===== config.mk =====
export PLATFORM = sky130hd
export DESIGN_NAME = axis_insert_hdr_arb_flat
export DESIGN_NICKNAME = d
export VERILOG_FILES = /design/src/rtl/axis_insert_hdr_arb_if.sv /design/src/rtl/axis_insert_hdr_arb.sv /design/src/flat_wrapper.sv
export SDC_FILE = /design/constraint.sdc
export NUM_CORES = 1
export LEC_CHECK = 0
export BUFFER_PORTS_ARGS = -buffer_cell sky130_fd_sc_hd__buf_2
export CAP_MARGIN = 20
export CORE_ASPECT_RATIO = 0.5
export CORE_MARGIN = 2
export CORE_UTILIZATION = 40
export DETAILED_ROUTE_END_ITERATION = 6
export PLACE_DENSITY = 0.75
export SLEW_MARGIN = 20
export SYNTH_ARGS = -nofsm -noshare
export SYNTH_HDL_FRONTEND = slang
export SYNTH_SLANG_ARGS = --single-unit

===== constraint.sdc =====
create_clock -name clk -period 1.9 [get_ports clk]
set_clock_uncertainty 0.15 [all_clocks]
set_input_delay 0.095 -clock clk [delete_from_list [all_inputs] [get_ports clk]]
set_output_delay 0.095 -clock clk [all_outputs]
set_load 0.05 [all_outputs]

===== src/rtl/axis_insert_hdr_arb_if.sv =====
// Bus bundle for axis_insert_hdr_arb: two source payload/header channels plus
// the single payload/header stream toward the header-insertion datapath.
interface axis_insert_hdr_arb_if #(
  parameter int DATA_WD      = 32,
  parameter int DATA_BYTE_WD = DATA_WD / 8,
  parameter int BYTE_CNT_WD  = 2
);
  logic [1:0]                     s_valid;
  logic [2*DATA_WD-1:0]           s_data;
  logic [2*DATA_BYTE_WD-1:0]      s_keep;
  logic [1:0]                     s_last;
  logic [1:0]                     s_ready;
  logic [1:0]                     s_hdr_valid;
  logic [2*DATA_WD-1:0]           s_hdr_data;
  logic [2*DATA_BYTE_WD-1:0]      s_hdr_keep;
  logic [2*(BYTE_CNT_WD+1)-1:0]   s_hdr_cnt;
  logic [1:0]                     s_hdr_ready;
  logic                           m_valid;
  logic [DATA_WD-1:0]             m_data;
  logic [DATA_BYTE_WD-1:0]        m_keep;
  logic                           m_last;
  logic                           m_ready;
  logic                           m_hdr_valid;
  logic [DATA_WD-1:0]             m_hdr_data;
  logic [DATA_BYTE_WD-1:0]        m_hdr_keep;
  logic [BYTE_CNT_WD:0]           m_hdr_cnt;

  // Arbiter view: receives the sources, drives the datapath side.
  modport slave (
    input  s_valid, s_data, s_keep, s_last, s_hdr_valid, s_hdr_data, s_hdr_keep, s_hdr_cnt, m_ready,
    output s_ready, s_hdr_ready, m_valid, m_data, m_keep, m_last,
           m_hdr_valid, m_hdr_data, m_hdr_keep, m_hdr_cnt
  );

  modport master (
    output s_valid, s_data, s_keep, s_last, s_hdr_valid, s_hdr_data, s_hdr_keep, s_hdr_cnt, m_ready,
    input  s_ready, s_hdr_ready, m_valid, m_data, m_keep, m_last,
           m_hdr_valid, m_hdr_data, m_hdr_keep, m_hdr_cnt
  );
endinterface


===== src/rtl/axis_insert_hdr_arb.sv =====
// Packet-level two-source arbiter with latched header sideband and post-packet idle gap.
// Define AXIS_ARB_FIXED_PRIO_EN for fixed priority (source 0 wins ties); default is round-robin.
module axis_insert_hdr_arb #(
  parameter int DATA_WD      = 32,
  parameter int DATA_BYTE_WD = DATA_WD / 8,
  parameter int BYTE_CNT_WD  = 2,
  parameter int GAP_CYCLES   = 1
) (
  input  logic                 clk,
  input  logic                 rst_n,
  axis_insert_hdr_arb_if.slave bus,
  output logic [1:0]           grant_o,
  output logic                 busy_o
);

  typedef enum logic [1:0] {
    ST_IDLE = 2'd0,
    ST_PKT  = 2'd1,
    ST_GAP  = 2'd2
  } state_e;

  localparam logic [3:0] GAP_LAST = 4'(GAP_CYCLES - 1);

  state_e                    state_q;
  logic                      owner_q;
  logic [1:0]                grant_q;
  logic                      busy_q;
  logic [3:0]                gap_cnt_q;
  logic [DATA_WD-1:0]        hdr_data_q;
  logic [DATA_BYTE_WD-1:0]   hdr_keep_q;
  logic [BYTE_CNT_WD:0]      hdr_cnt_q;
  logic [DATA_WD-1:0]        data_q;
  logic [DATA_BYTE_WD-1:0]   keep_q;
  logic                      last_q;
`ifndef AXIS_ARB_FIXED_PRIO_EN
  logic                      last_owner_q;
`endif

  logic                      win_idx_d;
  logic [1:0]                win_onehot_d;
  logic [DATA_WD-1:0]        hdr_data_d;
  logic [DATA_BYTE_WD-1:0]   hdr_keep_d;
  logic [BYTE_CNT_WD:0]      hdr_cnt_d;
  logic                      in_pkt_s;
  logic                      hdr_fire_s;
  logic                      src_valid_s;
  logic [DATA_WD-1:0]        src_data_s;
  logic [DATA_BYTE_WD-1:0]   src_keep_s;
  logic                      src_last_s;
  logic                      beat_last_s;

  // Tie-break between simultaneous header requests.
  always_comb begin
    win_idx_d = 1'b0;
    case (bus.s_hdr_valid)
      2'b01:   win_idx_d = 1'b0;
      2'b10:   win_idx_d = 1'b1;
`ifdef AXIS_ARB_FIXED_PRIO_EN
      2'b11:   win_idx_d = 1'b0;
`else
      2'b11:   win_idx_d = ~last_owner_q;
`endif
      default: win_idx_d = 1'b0;
    endcase
  end

  assign win_onehot_d = win_idx_d ? 2'b10 : 2'b01;
  assign hdr_data_d   = win_idx_d ? bus.s_hdr_data[2*DATA_WD-1:DATA_WD] : bus.s_hdr_data[DATA_WD-1:0];
  assign hdr_keep_d   = win_idx_d ? bus.s_hdr_keep[2*DATA_BYTE_WD-1:DATA_BYTE_WD]
                                  : bus.s_hdr_keep[DATA_BYTE_WD-1:0];
  assign hdr_cnt_d    = win_idx_d ? bus.s_hdr_cnt[2*(BYTE_CNT_WD+1)-1:BYTE_CNT_WD+1]
                                  : bus.s_hdr_cnt[BYTE_CNT_WD:0];

  assign in_pkt_s    = (state_q == ST_PKT);
  assign hdr_fire_s  = rst_n && (state_q == ST_IDLE) && (|bus.s_hdr_valid);

  assign src_valid_s = owner_q ? bus.s_valid[1] : bus.s_valid[0];
  assign src_last_s  = owner_q ? bus.s_last[1]  : bus.s_last[0];
  assign src_data_s  = owner_q ? bus.s_data[2*DATA_WD-1:DATA_WD] : bus.s_data[DATA_WD-1:0];
  assign src_keep_s  = owner_q ? bus.s_keep[2*DATA_BYTE_WD-1:DATA_BYTE_WD] : bus.s_keep[DATA_BYTE_WD-1:0];

  // Payload is a zero-latency mux; outside a packet the last forwarded beat is held.
  assign bus.m_valid     = in_pkt_s & src_valid_s;
  assign bus.m_data      = in_pkt_s ? src_data_s : data_q;
  assign bus.m_keep      = in_pkt_s ? src_keep_s : keep_q;
  assign bus.m_last      = in_pkt_s ? src_last_s : last_q;
  assign bus.s_ready     = in_pkt_s ? (owner_q ? {bus.m_ready, 1'b0} : {1'b0, bus.m_ready}) : 2'b00;
  assign bus.s_hdr_ready = hdr_fire_s ? win_onehot_d : 2'b00;
  assign beat_last_s     = bus.m_valid & bus.m_ready & src_last_s;

  assign bus.m_hdr_valid = in_pkt_s;
  assign bus.m_hdr_data  = hdr_data_q;
  assign bus.m_hdr_keep  = hdr_keep_q;
  assign bus.m_hdr_cnt   = hdr_cnt_q;
  assign grant_o         = grant_q;
  assign busy_o          = busy_q;

  // Packet FSM: grant/latch header, track the owner's last beat, then count the idle gap.
  always_ff @(posedge clk) begin
    if (!rst_n) begin
      state_q      <= ST_IDLE;
      owner_q      <= 1'b0;
      grant_q      <= 2'b00;
      busy_q       <= 1'b0;
      gap_cnt_q    <= 4'd0;
      hdr_data_q   <= '0;
      hdr_keep_q   <= '0;
      hdr_cnt_q    <= '0;
      data_q       <= '0;
      keep_q       <= '0;
      last_q       <= 1'b0;
`ifndef AXIS_ARB_FIXED_PRIO_EN
      last_owner_q <= 1'b1;
`endif
    end else begin
      case (state_q)
        ST_IDLE: begin
          if (|bus.s_hdr_valid) begin
            state_q      <= ST_PKT;
            owner_q      <= win_idx_d;
            grant_q      <= win_onehot_d;
            busy_q       <= 1'b1;
            hdr_data_q   <= hdr_data_d;
            hdr_keep_q   <= hdr_keep_d;
            hdr_cnt_q    <= hdr_cnt_d;
`ifndef AXIS_ARB_FIXED_PRIO_EN
            last_owner_q <= win_idx_d;
`endif
          end
        end
        ST_PKT: begin
          data_q <= src_data_s;
          keep_q <= src_keep_s;
          last_q <= src_last_s;
          if (beat_last_s) begin
            state_q   <= ST_GAP;
            grant_q   <= 2'b00;
            gap_cnt_q <= 4'd0;
          end
        end
        ST_GAP: begin
          if (gap_cnt_q == GAP_LAST) begin
            state_q   <= ST_IDLE;
            busy_q    <= 1'b0;
            gap_cnt_q <= 4'd0;
          end else begin
            gap_cnt_q <= gap_cnt_q + 4'd1;
          end
        end
        default: begin
          state_q <= ST_IDLE;
          grant_q <= 2'b00;
          busy_q  <= 1'b0;
        end
      endcase
    end
  end

endmodule


===== src/flat_wrapper.sv =====
// flat-port wrapper written by rule: the top's interface ports become plain ports
module axis_insert_hdr_arb_flat 
#(
  parameter int DATA_WD      = 32,
  parameter int DATA_BYTE_WD = DATA_WD / 8,
  parameter int BYTE_CNT_WD  = 2,
  parameter int GAP_CYCLES   = 1
)
  (clk, rst_n, grant_o, busy_o, bus_s_valid, bus_s_data, bus_s_keep, bus_s_last, bus_s_hdr_valid, bus_s_hdr_data, bus_s_hdr_keep, bus_s_hdr_cnt, bus_m_ready, bus_s_ready, bus_s_hdr_ready, bus_m_valid, bus_m_data, bus_m_keep, bus_m_last, bus_m_hdr_valid, bus_m_hdr_data, bus_m_hdr_keep, bus_m_hdr_cnt);
  axis_insert_hdr_arb_if #(.DATA_WD(DATA_WD), .DATA_BYTE_WD(DATA_BYTE_WD), .BYTE_CNT_WD(BYTE_CNT_WD)) bus_i ();
  input  logic clk;
  input  logic rst_n;
  output logic [1:0] grant_o;
  output logic busy_o;
  input wire logic [$bits(bus_i.s_valid)-1:0] bus_s_valid;
  input wire logic [$bits(bus_i.s_data)-1:0] bus_s_data;
  input wire logic [$bits(bus_i.s_keep)-1:0] bus_s_keep;
  input wire logic [$bits(bus_i.s_last)-1:0] bus_s_last;
  input wire logic [$bits(bus_i.s_hdr_valid)-1:0] bus_s_hdr_valid;
  input wire logic [$bits(bus_i.s_hdr_data)-1:0] bus_s_hdr_data;
  input wire logic [$bits(bus_i.s_hdr_keep)-1:0] bus_s_hdr_keep;
  input wire logic [$bits(bus_i.s_hdr_cnt)-1:0] bus_s_hdr_cnt;
  input wire logic [$bits(bus_i.m_ready)-1:0] bus_m_ready;
  output wire logic [$bits(bus_i.s_ready)-1:0] bus_s_ready;
  output wire logic [$bits(bus_i.s_hdr_ready)-1:0] bus_s_hdr_ready;
  output wire logic [$bits(bus_i.m_valid)-1:0] bus_m_valid;
  output wire logic [$bits(bus_i.m_data)-1:0] bus_m_data;
  output wire logic [$bits(bus_i.m_keep)-1:0] bus_m_keep;
  output wire logic [$bits(bus_i.m_last)-1:0] bus_m_last;
  output wire logic [$bits(bus_i.m_hdr_valid)-1:0] bus_m_hdr_valid;
  output wire logic [$bits(bus_i.m_hdr_data)-1:0] bus_m_hdr_data;
  output wire logic [$bits(bus_i.m_hdr_keep)-1:0] bus_m_hdr_keep;
  output wire logic [$bits(bus_i.m_hdr_cnt)-1:0] bus_m_hdr_cnt;
  assign bus_i.s_valid = bus_s_valid;
  assign bus_i.s_data = bus_s_data;
  assign bus_i.s_keep = bus_s_keep;
  assign bus_i.s_last = bus_s_last;
  assign bus_i.s_hdr_valid = bus_s_hdr_valid;
  assign bus_i.s_hdr_data = bus_s_hdr_data;
  assign bus_i.s_hdr_keep = bus_s_hdr_keep;
  assign bus_i.s_hdr_cnt = bus_s_hdr_cnt;
  assign bus_i.m_ready = bus_m_ready;
  assign bus_s_ready = bus_i.s_ready;
  assign bus_s_hdr_ready = bus_i.s_hdr_ready;
  assign bus_m_valid = bus_i.m_valid;
  assign bus_m_data = bus_i.m_data;
  assign bus_m_keep = bus_i.m_keep;
  assign bus_m_last = bus_i.m_last;
  assign bus_m_hdr_valid = bus_i.m_hdr_valid;
  assign bus_m_hdr_data = bus_i.m_hdr_data;
  assign bus_m_hdr_keep = bus_i.m_hdr_keep;
  assign bus_m_hdr_cnt = bus_i.m_hdr_cnt;
  axis_insert_hdr_arb #(.DATA_WD(DATA_WD), .DATA_BYTE_WD(DATA_BYTE_WD), .BYTE_CNT_WD(BYTE_CNT_WD), .GAP_CYCLES(GAP_CYCLES)) u_core (.clk(clk), .rst_n(rst_n), .bus(bus_i), .grant_o(grant_o), .busy_o(busy_o));
endmodule

=== After elaboration in Yosys (flattened, before gate mapping) ===
Cells that the tools add are included.

* Div/mod/pow operators: 0
* Equal/unequal tests: 7
* Bitwise operators: 6
* Mux-type cells: 28
* Reduce and logical (&&, ||, !) cells: 11
* Multiply operators: 0
* Add/sub/neg operators: 1
* Magnitude comparators: 0
* Shift operators: 0

{| class="wikitable"
|+ Operator list
! cell !! number
|-
| $mux 32 || 3
|-
| $mux 4 || 5
|-
| $mux 2 || 9
|-
| $pmux 2 s3 || 2
|-
| $reduce_and 3->1 || 3
|-
| $pmux 4 s2 || 1
|-
| $eq 2x2->1 const B || 3
|-
| $mux 1 || 5
|-
| $add 4x1->4 const B || 1
|-
| $logic_not 4->1 || 1
|-
| $ne 2x2->1 const B || 2
|-
| $reduce_and 2->1 || 2
|-
| $and 1x1->1 || 3
|-
| $mux 3 || 1
|-
| $not 1->1 || 3
|-
| $pmux 1 s3 || 1
|-
| $eq 2x1->1 const B || 1
|-
| $logic_and 1x1->1 || 2
|-
| $logic_not 2->1 || 1
|-
| $ne 2x1->1 const B || 1
|-
| $pmux 1 s2 || 1
|-
| $reduce_bool 2->1 || 1
|-
| $reduce_or 2->1 || 1
|}

* ROM bits: 0
* RAM bits: 0
* Memories: 0
* Latch bits: 0
* Output and inout port bits: 85
* Bits in registers: 87

=== Logic depth before layout (Yosys ltp) ===
Gate-level depths: netlist (run 1).

* Depth in word-level cells: 6
* Mapped depth: 6
* Mapped depth without buffers: 5

=== Least setup slack after synthesis (run 1) ===
Ideal clock, no wire load.

* Kind: flip-flop to output port
* Start point: register u_core.state_q[1]
* End point: output port bus_m_data[22]
* Buffers on the path: 2
* Cell stages (with the launch flop): 6
* Path slack: -193 ps
* Arrival: 1848 ps
* Path through: dfxtp_1 nand2b_1 inv_2 buf_2 buf_2 a21oi_1

* Longest elaborated chain between the ends: 2

{| class="wikitable"
|+ Ends and longest elaborated chain
! what !! RTL line !! RTL
|-
| start: declaration || axis_insert_hdr_arb.sv:24 || <nowiki>state_e state_q;</nowiki>
|-
| start signal: assignment || axis_insert_hdr_arb.sv:101 || <nowiki>state_q <= ST_IDLE;</nowiki>
|-
| start signal: assignment || axis_insert_hdr_arb.sv:119 || <nowiki>state_q <= ST_PKT;</nowiki>
|-
| start signal: assignment || axis_insert_hdr_arb.sv:136 || <nowiki>state_q <= ST_GAP;</nowiki>
|-
| $eq 2x1->1 || axis_insert_hdr_arb.sv:74 || <nowiki>assign in_pkt_s = (state_q == ST_PKT);</nowiki>
|-
| net bus_m_hdr_valid || flat_wrapper.sv:30 || <nowiki>output wire logic [$bits(bus_i.m_hdr_valid)-1:0] bus_m_hdr_valid;</nowiki>
|-
| $mux 32 || axis_insert_hdr_arb.sv:84 || <nowiki>assign bus.m_data = in_pkt_s ? src_data_s : data_q;</nowiki>
|-
| end: declaration || flat_wrapper.sv:27 || <nowiki>output wire logic [$bits(bus_i.m_data)-1:0] bus_m_data;</nowiki>
|}

The timed path passes the listed nets, and every way through them passes these cells.

=== Worst setup path after layout (run 1) ===
* Start point: register u_core.state_q[1]
* End point: output port bus_m_data[20]

* Longest elaborated chain between the ends: 2

{| class="wikitable"
|+ Ends and longest elaborated chain
! what !! RTL line
|-
| $eq 2x1->1 || axis_insert_hdr_arb.sv:74
|-
| $mux 32 || axis_insert_hdr_arb.sv:84
|}

No other way between the ends.

==> impl_metrics.env, run 1 <==
export IMPL_path_cells="nand2b_4 > clkinv_4 > bufbuf_16 > a21oi_2 > buf_6"
export IMPL_first_global_vias=4623
export IMPL_swShare_pct=34.9
export IMPL_timing_final_max_slew_violations=0
export IMPL_timing_fmax_mhz=540
export IMPL_antenna_cells=0
export IMPL_p_leak_nw=3.15
export IMPL_wl_per_cell_um=15.9
export IMPL_drive_gt1_share_pct=44.6
export IMPL_period_needed_ns=1.85
export IMPL_die_y_um=76.7
export IMPL_final_setup_viol_count=0
export IMPL_initial_core_util_pct=41.2
export IMPL_final_period_utilization_pct=97.5
export IMPL_p_sw_mw=2.25
export IMPL_die_area_um2=11500
export IMPL_worstReg2RegStart="u_core.last_owner_q"
export IMPL_cap_violations=0
export IMPL_drtAntennaViolNets=0
export IMPL_r2r_setup_slack_ns=0.10
export IMPL_clk_transition_reported_paths_ns=0.06
export IMPL_ff2ff_path_depth=5
export IMPL_cts_made_buffers=9
export IMPL_grt_max_degree=43
export IMPL_clock_power_share_pct=31.8
export IMPL_fillCellCount=760
export IMPL_min_from="bus_s_hdr_data[19]"
export IMPL_yosys_area_share_xor_xnor_pct=0.207
export IMPL_yosysSeqAreaShare_pct=41.2
export IMPL_syn_nets=615
export IMPL_insertion_delay_ns=0.34
export IMPL_slew_headroom_pct=71.8
export IMPL_post_drt_via_cell_ratio=5.26
export IMPL_worstSetupEndpointType="output port"
export IMPL_grt_first_pass_wirelength_um=22000
export IMPL_hold_violations=1
export IMPL_synth_seq_cells=87
export IMPL_io_buffer_count=243
export IMPL_syn_to_final_growth_pct=69.2
export IMPL_cpMaxStageDelayCell="dfxtp_1"
export IMPL_synthFlopType="dfxtp_1"
export IMPL_start_kind="flop"
export IMPL_intPower_mw=4.21
export IMPL_rsz0062_at_grt="yes"
export IMPL_dp_hpwl_um=8040
export IMPL_clockRootBuffer="clkbuf_16"
export IMPL_drt_pass1_iterations=4
export IMPL_async_flop_share_pct=0
export IMPL_min_path_type="in -> reg"
export IMPL_netlist_area_um2=4230
export IMPL_synth_top_family_by_area="compound AO/OA/AOI/OAI gates"
export IMPL_drc_errors=0
export IMPL_worstPathMaxFanout=34
export IMPL_tritoncts="built"
export IMPL_status="finished with violations"
export IMPL_cts_sinks=87
export IMPL_pin_count=244
export IMPL_overflow=0
export IMPL_power_density_nw_per_um2=904
export IMPL_avgSynthCellArea_um2=9.31
export IMPL_synth_top_area_cell="dfxtp_1"
export IMPL_min_path_cells=3
export IMPL_min_to="u_core.bus.m_hdr_data[19]"
export IMPL_num_rows=26
export IMPL_cp_num_buf_inv=3
export IMPL_totalWireLength_um=14400
export IMPL_core_area_um2=10200
export IMPL_vdd_drop_max_mv=0.505
export IMPL_syn_instance_count=454
export IMPL_place_gp_congestion=0.772
export IMPL_synth_edf_count=0
export IMPL_final_util_pct=69.8
export IMPL_yosys_top_cells_area="dfxtp_1, mux2i_1, a211oi_1, a21oi_1, nor2_1"
export IMPL_antenna_found_initial=0
export IMPL_tightest_slew_ns=0.423
export IMPL_worst_ep_arrival_time_ns=1.61
export IMPL_yosysUniqueCellTypes=35
export IMPL_yosys_area_share_simple_pct=6.84
export IMPL_die_w_um=149
export IMPL_reg2reg_to="u_core.bus.m_hdr_keep[3]"
export IMPL_htree_levels=3
export IMPL_instances_no_fill=905
export IMPL_violations="negative hold slack"
export IMPL_drt_iter0_markers=191
export IMPL_crit_family="buffers and inverters"
export IMPL_synth_top_area_share_pct=41.2
export IMPL_dp_cells=808
export IMPL_synth_fa_ha_area_share_pct=0.592
export IMPL_required_ns=1.65
export IMPL_vias=4763
export IMPL_power_frac_comb_pct=36.1
export IMPL_seq_power_share_pct=32.2
export IMPL_cts_path_max_buffers=2
export IMPL_synthMuxAreaShare_pct=18.2
export IMPL_crit_type="reg -> out"
export IMPL_synth_warnings=0
export IMPL_finalNetCount=921
export IMPL_slowest_delay_ns=0.33
export IMPL_finalSetupTns_ns=0
export IMPL_worst_hold_slack_ns=-0.00560
export IMPL_synth_compound_area_share_pct=27.3
export IMPL_grt_use_total_pct=24.0
-- timing repair --
| action | in CTS | in global routing |
|---|---|---|
| endpoints found under the hold margin | 41 | 1 |
| resized for setup | 46 | 18 |
| buffers inserted | 0 | 6 |
| pin swaps | 0 | 1 |
| endpoints found under the setup margin | 40 | 33 |
| hold buffers | 69 | 2 |
| cloned | 2 | 2 |
-- layout make-up --
cell class	count	area, um^2	area share, %
clock buffers	11	253	3.54
clock inverters	5	104	1.45
inverters	6	27.5	0.385
multi-input cells	317	2420	33.9
flip-flops and latches	87	1750	24.5
well taps	140	175	2.45
repair buffers	339	2420	33.8
-- per-layer routing --
metal / share of wire (%) / up-vias / GRT usage [%] / wire (um)
met2: 51 / 192 / 43.9 / 7390
met3: 5.6 / 50 / 5.71 / 801
met5: 0 / - / 0 / 0
li1: - / 2319 / - / -
met4: 4.1 / 0 / 12.7 / 586
met1: 39 / 2202 / 25.5 / 5620
-- power by group through the flow --
| stage | Combinational, mW | Clock [mW] | Sequential (mW) |
|---|---|---|---|
| after global routing | 2.46 | 2.18 | 2.10 |
| after detailed placement | 1.99 | 0 | 2.11 |
| after CTS | 2.23 | 2.10 | 2.08 |
| after global placement | 1.97 | 0 | 2.11 |
| final | 2.33 | 2.05 | 2.08 |
| after floorplan | 1.15 | 0 | 2.43 |
-- flip-flops by register name, indices dropped and copies added, names as in the netlist, 2 cells and up --
name,flops
u_core.bus.m_hdr_keep,4
u_core.bus.m_hdr_data,32
u_core.grant_o,2
u_core.state_q,2
u_core.gap_cnt_q,4
u_core.data_q,32
u_core.keep_q,4
u_core.bus.m_hdr_cnt,3
-- worst max path at each step --
| stage | cells past startpoint | startpoint | slack (ns) | end |
|---|---|---|---|---|
| 6_report | 5 | u_core.state_q[1] | 0.05 | bus_m_data[20] |
| 5_1_grt | 5 | u_core.state_q[1] | -0.02 | bus_m_data[20] |
| 4_1_cts | 4 | u_core.owner_q | 0.02 | bus_m_data[10] |
| 3_5_place_dp | 6 | u_core.state_q[0] | 0.13 | bus_m_data[21] |
| 3_3_place_gp | 4 | u_core.owner_q | 0.22 | bus_m_data[2] |
| 2_1_floorplan | 5 | u_core.state_q[1] | -0.19 | bus_m_data[22] |
-- cell families (layout without fill, tap and decap cells) --
group / Yosys count / count (layout)
and+or+nand+nor: 64 / 64
DFF: 87 / 87
muxes: 77 / 77
AOI/OAI and AO/OA: 173 / 173
xor gates and xnor gates: 1 / 1
adders and majority gates: 2 / 2
buffers and inverters: 50 / 361
-- layout by cell type, fill, tap and decap left out, types with 2 or more instances in the layout --
| cell | count |
|---|---|
| a211oi_1 | 67 |
| a211oi_2 | 10 |
| a21oi_1 | 53 |
| a21oi_2 | 27 |
| and3_1 | 3 |
| buf_12 | 7 |
| buf_2 | 205 |
| buf_4 | 41 |
| buf_6 | 10 |
| bufbuf_16 | 2 |
| bufinv_16 | 3 |
| clkbuf_16 | 11 |
| clkbuf_8 | 2 |
| clkinv_4 | 2 |
| dfxtp_1 | 85 |
| dfxtp_4 | 2 |
| dlygate4sd3_1 | 71 |
| ha_1 | 2 |
| inv_1 | 4 |
| mux2i_1 | 67 |
| mux2i_2 | 10 |
| nand2_1 | 4 |
| nand2b_1 | 2 |
| nand3_1 | 5 |
| nand3b_1 | 2 |
| nor2_1 | 39 |
| o21bai_1 | 4 |
| o22ai_1 | 2 |
| o32ai_1 | 2 |
-- synthesized netlist by cell type, drive strengths merged (2+ instances only) --
cell type  number
ha              2
nand3b          2
a21boi          2
a21oi          81
a211oi         77
inv             6
o22ai           2
nand3           5
dfxtp          87
nand2           4
and3            3
mux2i          77
clkbuf         19
nand2b          3
nor2           41
buf            25
o21bai          4
and2            2
o32ai           2
-- metrics by stage --
stage,hold slack [ns],setup slack [ns],power (mW),area [um^2]
after floorplan,0.144,-0.193,3.58,4330
after global placement,0.259,0.216,4.08,5730
after detailed placement,0.258,0.133,4.11,5730
after CTS,0.000681,0.0171,6.41,6970
after global routing,0.00132,-0.0167,6.74,7150
final,-0.00560,0.0472,6.46,7150
-- worst register-to-register path: cells and delay by family (launching register included) --
family	cells	cell delay, ns
muxes	1	0.18
DFF	1	0.36
buffers and inverters	2	0.71
AOI/OAI and AO/OA	2	0.30
Power figures use the tool's default switching activity.
==> run 2, diff against run 1 <==
--- a/config.mk
+++ b/config.mk
@@ -11,7 +11,7 @@
 export CORE_MARGIN = 2
 export CORE_UTILIZATION = 40
 export DETAILED_ROUTE_END_ITERATION = 6
-export PLACE_DENSITY = 0.75
+export PLACE_DENSITY = 0.78
 export SLEW_MARGIN = 20
 export SYNTH_ARGS = -nofsm -noshare
 export SYNTH_HDL_FRONTEND = slang
==> constraint.sdc (replaced) <==
create_clock -name clk -period 1.6 [get_ports clk]
set_clock_uncertainty 0.15 [all_clocks]
set_input_delay 0.08 -clock clk [delete_from_list [all_inputs] [get_ports clk]]
set_output_delay 0.08 -clock clk [all_outputs]
set_load 0.05 [all_outputs]
==> run 2 against run 1 <==
  * The flow finishes with violations (design-rule violations, negative hold slack, negative setup slack)
  * First-iteration DRC count increased by 110%
  * Critical path depth increased by 1
  * Final cell count rose by 7.3%
  * Hold slack worse by 0.0023 ns
  * Die area is the same
  * Clock power is essentially flat
  * Largest cell class is now buffers
  * Sequential power up 20%
  * Flip-flop and latch count stayed put
  * Sequential share of layout area is 4.2 points lower
  * Non-clock buffer count up 63
==> impl_metrics.env, run 2 (synthesized netlist as in run 1, its figures left out) <==
export IMPL_overflow=0
export IMPL_power_density_nw_per_um2=942
export IMPL_clk_transition_reported_paths_ns=0.06
export IMPL_period_needed_ns=1.85
export IMPL_core_area_um2=10200
export IMPL_place_gp_congestion=0.786
export IMPL_drive_gt1_share_pct=52.6
export IMPL_place_ws_ns=0.0563
export IMPL_tritoncts="built"
export IMPL_status="finished with violations"
export IMPL_ff2ff_path_depth=4
export IMPL_multiInputGateArea_um2=3100
export IMPL_min_path_type="in -> reg"
export IMPL_wl_per_cell_um=22.6
export IMPL_min_path_cells=3
export IMPL_slew_headroom_pct=67.1
export IMPL_cts_sinks=87
export IMPL_die_area_um2=11500
export IMPL_cts_path_max_buffers=2
export IMPL_grt_busiest_layer="met2"
export IMPL_first_global_vias=5755
export IMPL_instances_no_fill=971
export IMPL_antenna_found_initial=2
export IMPL_worst_hold_slack_ns=-0.00787
export IMPL_vdd_drop_max_mv=0.620
export IMPL_vias=5684
export IMPL_finalNetCount=985
export IMPL_violations="design-rule violations, negative hold slack, negative setup slack"
export IMPL_initial_core_util_pct=41.2
export IMPL_grtUsageMet3_pct=8.75
export IMPL_crit_type="reg -> out"
export IMPL_final_setup_viol_count=53
export IMPL_fillCellCount=473
export IMPL_drt_iter0_markers=410
export IMPL_totalWireLength_um=21900
export IMPL_worstPathMaxFanout=13
export IMPL_hold_violations=1
export IMPL_drt_pass1_iterations=7
export IMPL_cap_violations=0
export IMPL_htree_levels=3
export IMPL_worst_ep_arrival_time_ns=1.62
export IMPL_insertion_delay_ns=0.34
export IMPL_grt_first_pass_wirelength_um=30200
export IMPL_required_ns=1.37
export IMPL_drc_errors=2
export IMPL_grt_use_met2_pct=59.4
export IMPL_tightest_slew_ns=0.492
export IMPL_p_leak_nw=3.60
export IMPL_post_drt_via_cell_ratio=5.85
export IMPL_layout_commonest_cell="buf_2"
export IMPL_timing_fmax_mhz=541
export IMPL_layout_common_cells="buf_2, dlygate4sd3_1, dfxtp_1, a211oi_1, buf_6"
export IMPL_dp_cells=816
export IMPL_grt_use_total_pct=33.8
export IMPL_grt_max_degree=51
export IMPL_pin_count=244
export IMPL_final_period_utilization_pct=116
export IMPL_cts_made_buffers=9
export IMPL_timing_final_max_slew_violations=0
export IMPL_start_kind="flop"
export IMPL_final_util_pct=84.4
export IMPL_fin_ws_ns=-0.249
export IMPL_regArea_um2=1750
export IMPL_rsz0062_at_grt="yes"
export IMPL_worstSetupEndpointType="output port"
export IMPL_clockRootBuffer="clkbuf_16"
export IMPL_die_y_um=76.7
export IMPL_gr_usage_met1_pct=36.0
export IMPL_io_buffer_count=243
export IMPL_die_w_um=149
export IMPL_syn_to_final_growth_pct=105
export IMPL_num_rows=26
export IMPL_dp_hpwl_um=8270
export IMPL_drtAntennaViolNets=0
## run 2: cell types whose count changed in the layout (fill, tap and decap cells not counted), sizes merged
cell	previous run	this run
bufinv	3	0
clkinv	3	2
diode	0	2
buf	263	299
clkbuf	14	15
inv	5	7
clkinvlp	0	1
dlygate4sd3	71	99
## run 2: through the flow
stage / area, um^2 / hold slack [ns] / total power, mW / setup TNS (ns)
final: 8650 / -0.00787 / 8.15 / -8.49
after global routing: 8650 / 0.0155 / 8.39 / -9.89
after CTS: 8370 / 0.000308 / 7.77 / -5.11
after detailed placement: 5940 / 0.235 / 4.99 / 0
after global placement: 5940 / 0.230 / 4.95 / 0
after floorplan: 4450 / 0.129 / 4.32 / -4.28
## run 2: path summary, 6_finish.rpt
path / from / to / slack [ns]
max reg2reg: u_core.owner_q / u_core.gap_cnt_q[1] / -0.15
min: bus_s_hdr_keep[1] / u_core.bus.m_hdr_keep[1] / -0.008
min reg2reg: u_core.bus.m_hdr_data[24] / u_core.bus.m_hdr_data[24] / 0.37
max: u_core.state_q[1] / bus_m_data[25] / -0.25
## run 2: cell type report
class / count / share of cell area, %
well taps: 140 / 2.02
flip-flops and latches: 87 / 20.3
multi-input cells: 317 / 35.8
inverters: 6 / 0.347
repair inverters: 1 / 0.130
clock buffers: 13 / 3.01
diodes: 2 / 0.0578
clock inverters: 3 / 0.202
repair buffers: 402 / 38.1
## run 2: per-layer routing
metal  vias up  routed length, um
met2       414              10800
met3       126               1760
met4         0               1330
met5         -                  0
li1       2446                  -
met1      2698               8080
## run 2: worst max-delay path: stages (launching register included)
cell	delay (ns)
dfxtp_2	0.34
nand2b_4	0.20
inv_8	0.07
buf_12	0.15
nor2_1	0.29
a21oi_4	0.06
buf_8	0.16
## run 2: where the power goes
| part | internal, mW | switching, mW | total (mW) |
|---|---|---|---|
| Clock | 1.14 | 0.901 | 2.04 |
| Sequential | 2.38 | 0.119 | 2.50 |
| Combinational | 1.47 | 2.15 | 3.62 |
| Total | 4.98 | 3.17 | 8.15 |
## run 2: what timing repair did
action                     4_1_cts  5_1_grt
buffers inserted                16       13
hold buffers                    99        0
pin swaps                       25       12
setup endpoints to repair       43       65
hold endpoints to repair        55        0
gates cloned                    10        1
resized for setup              184       43
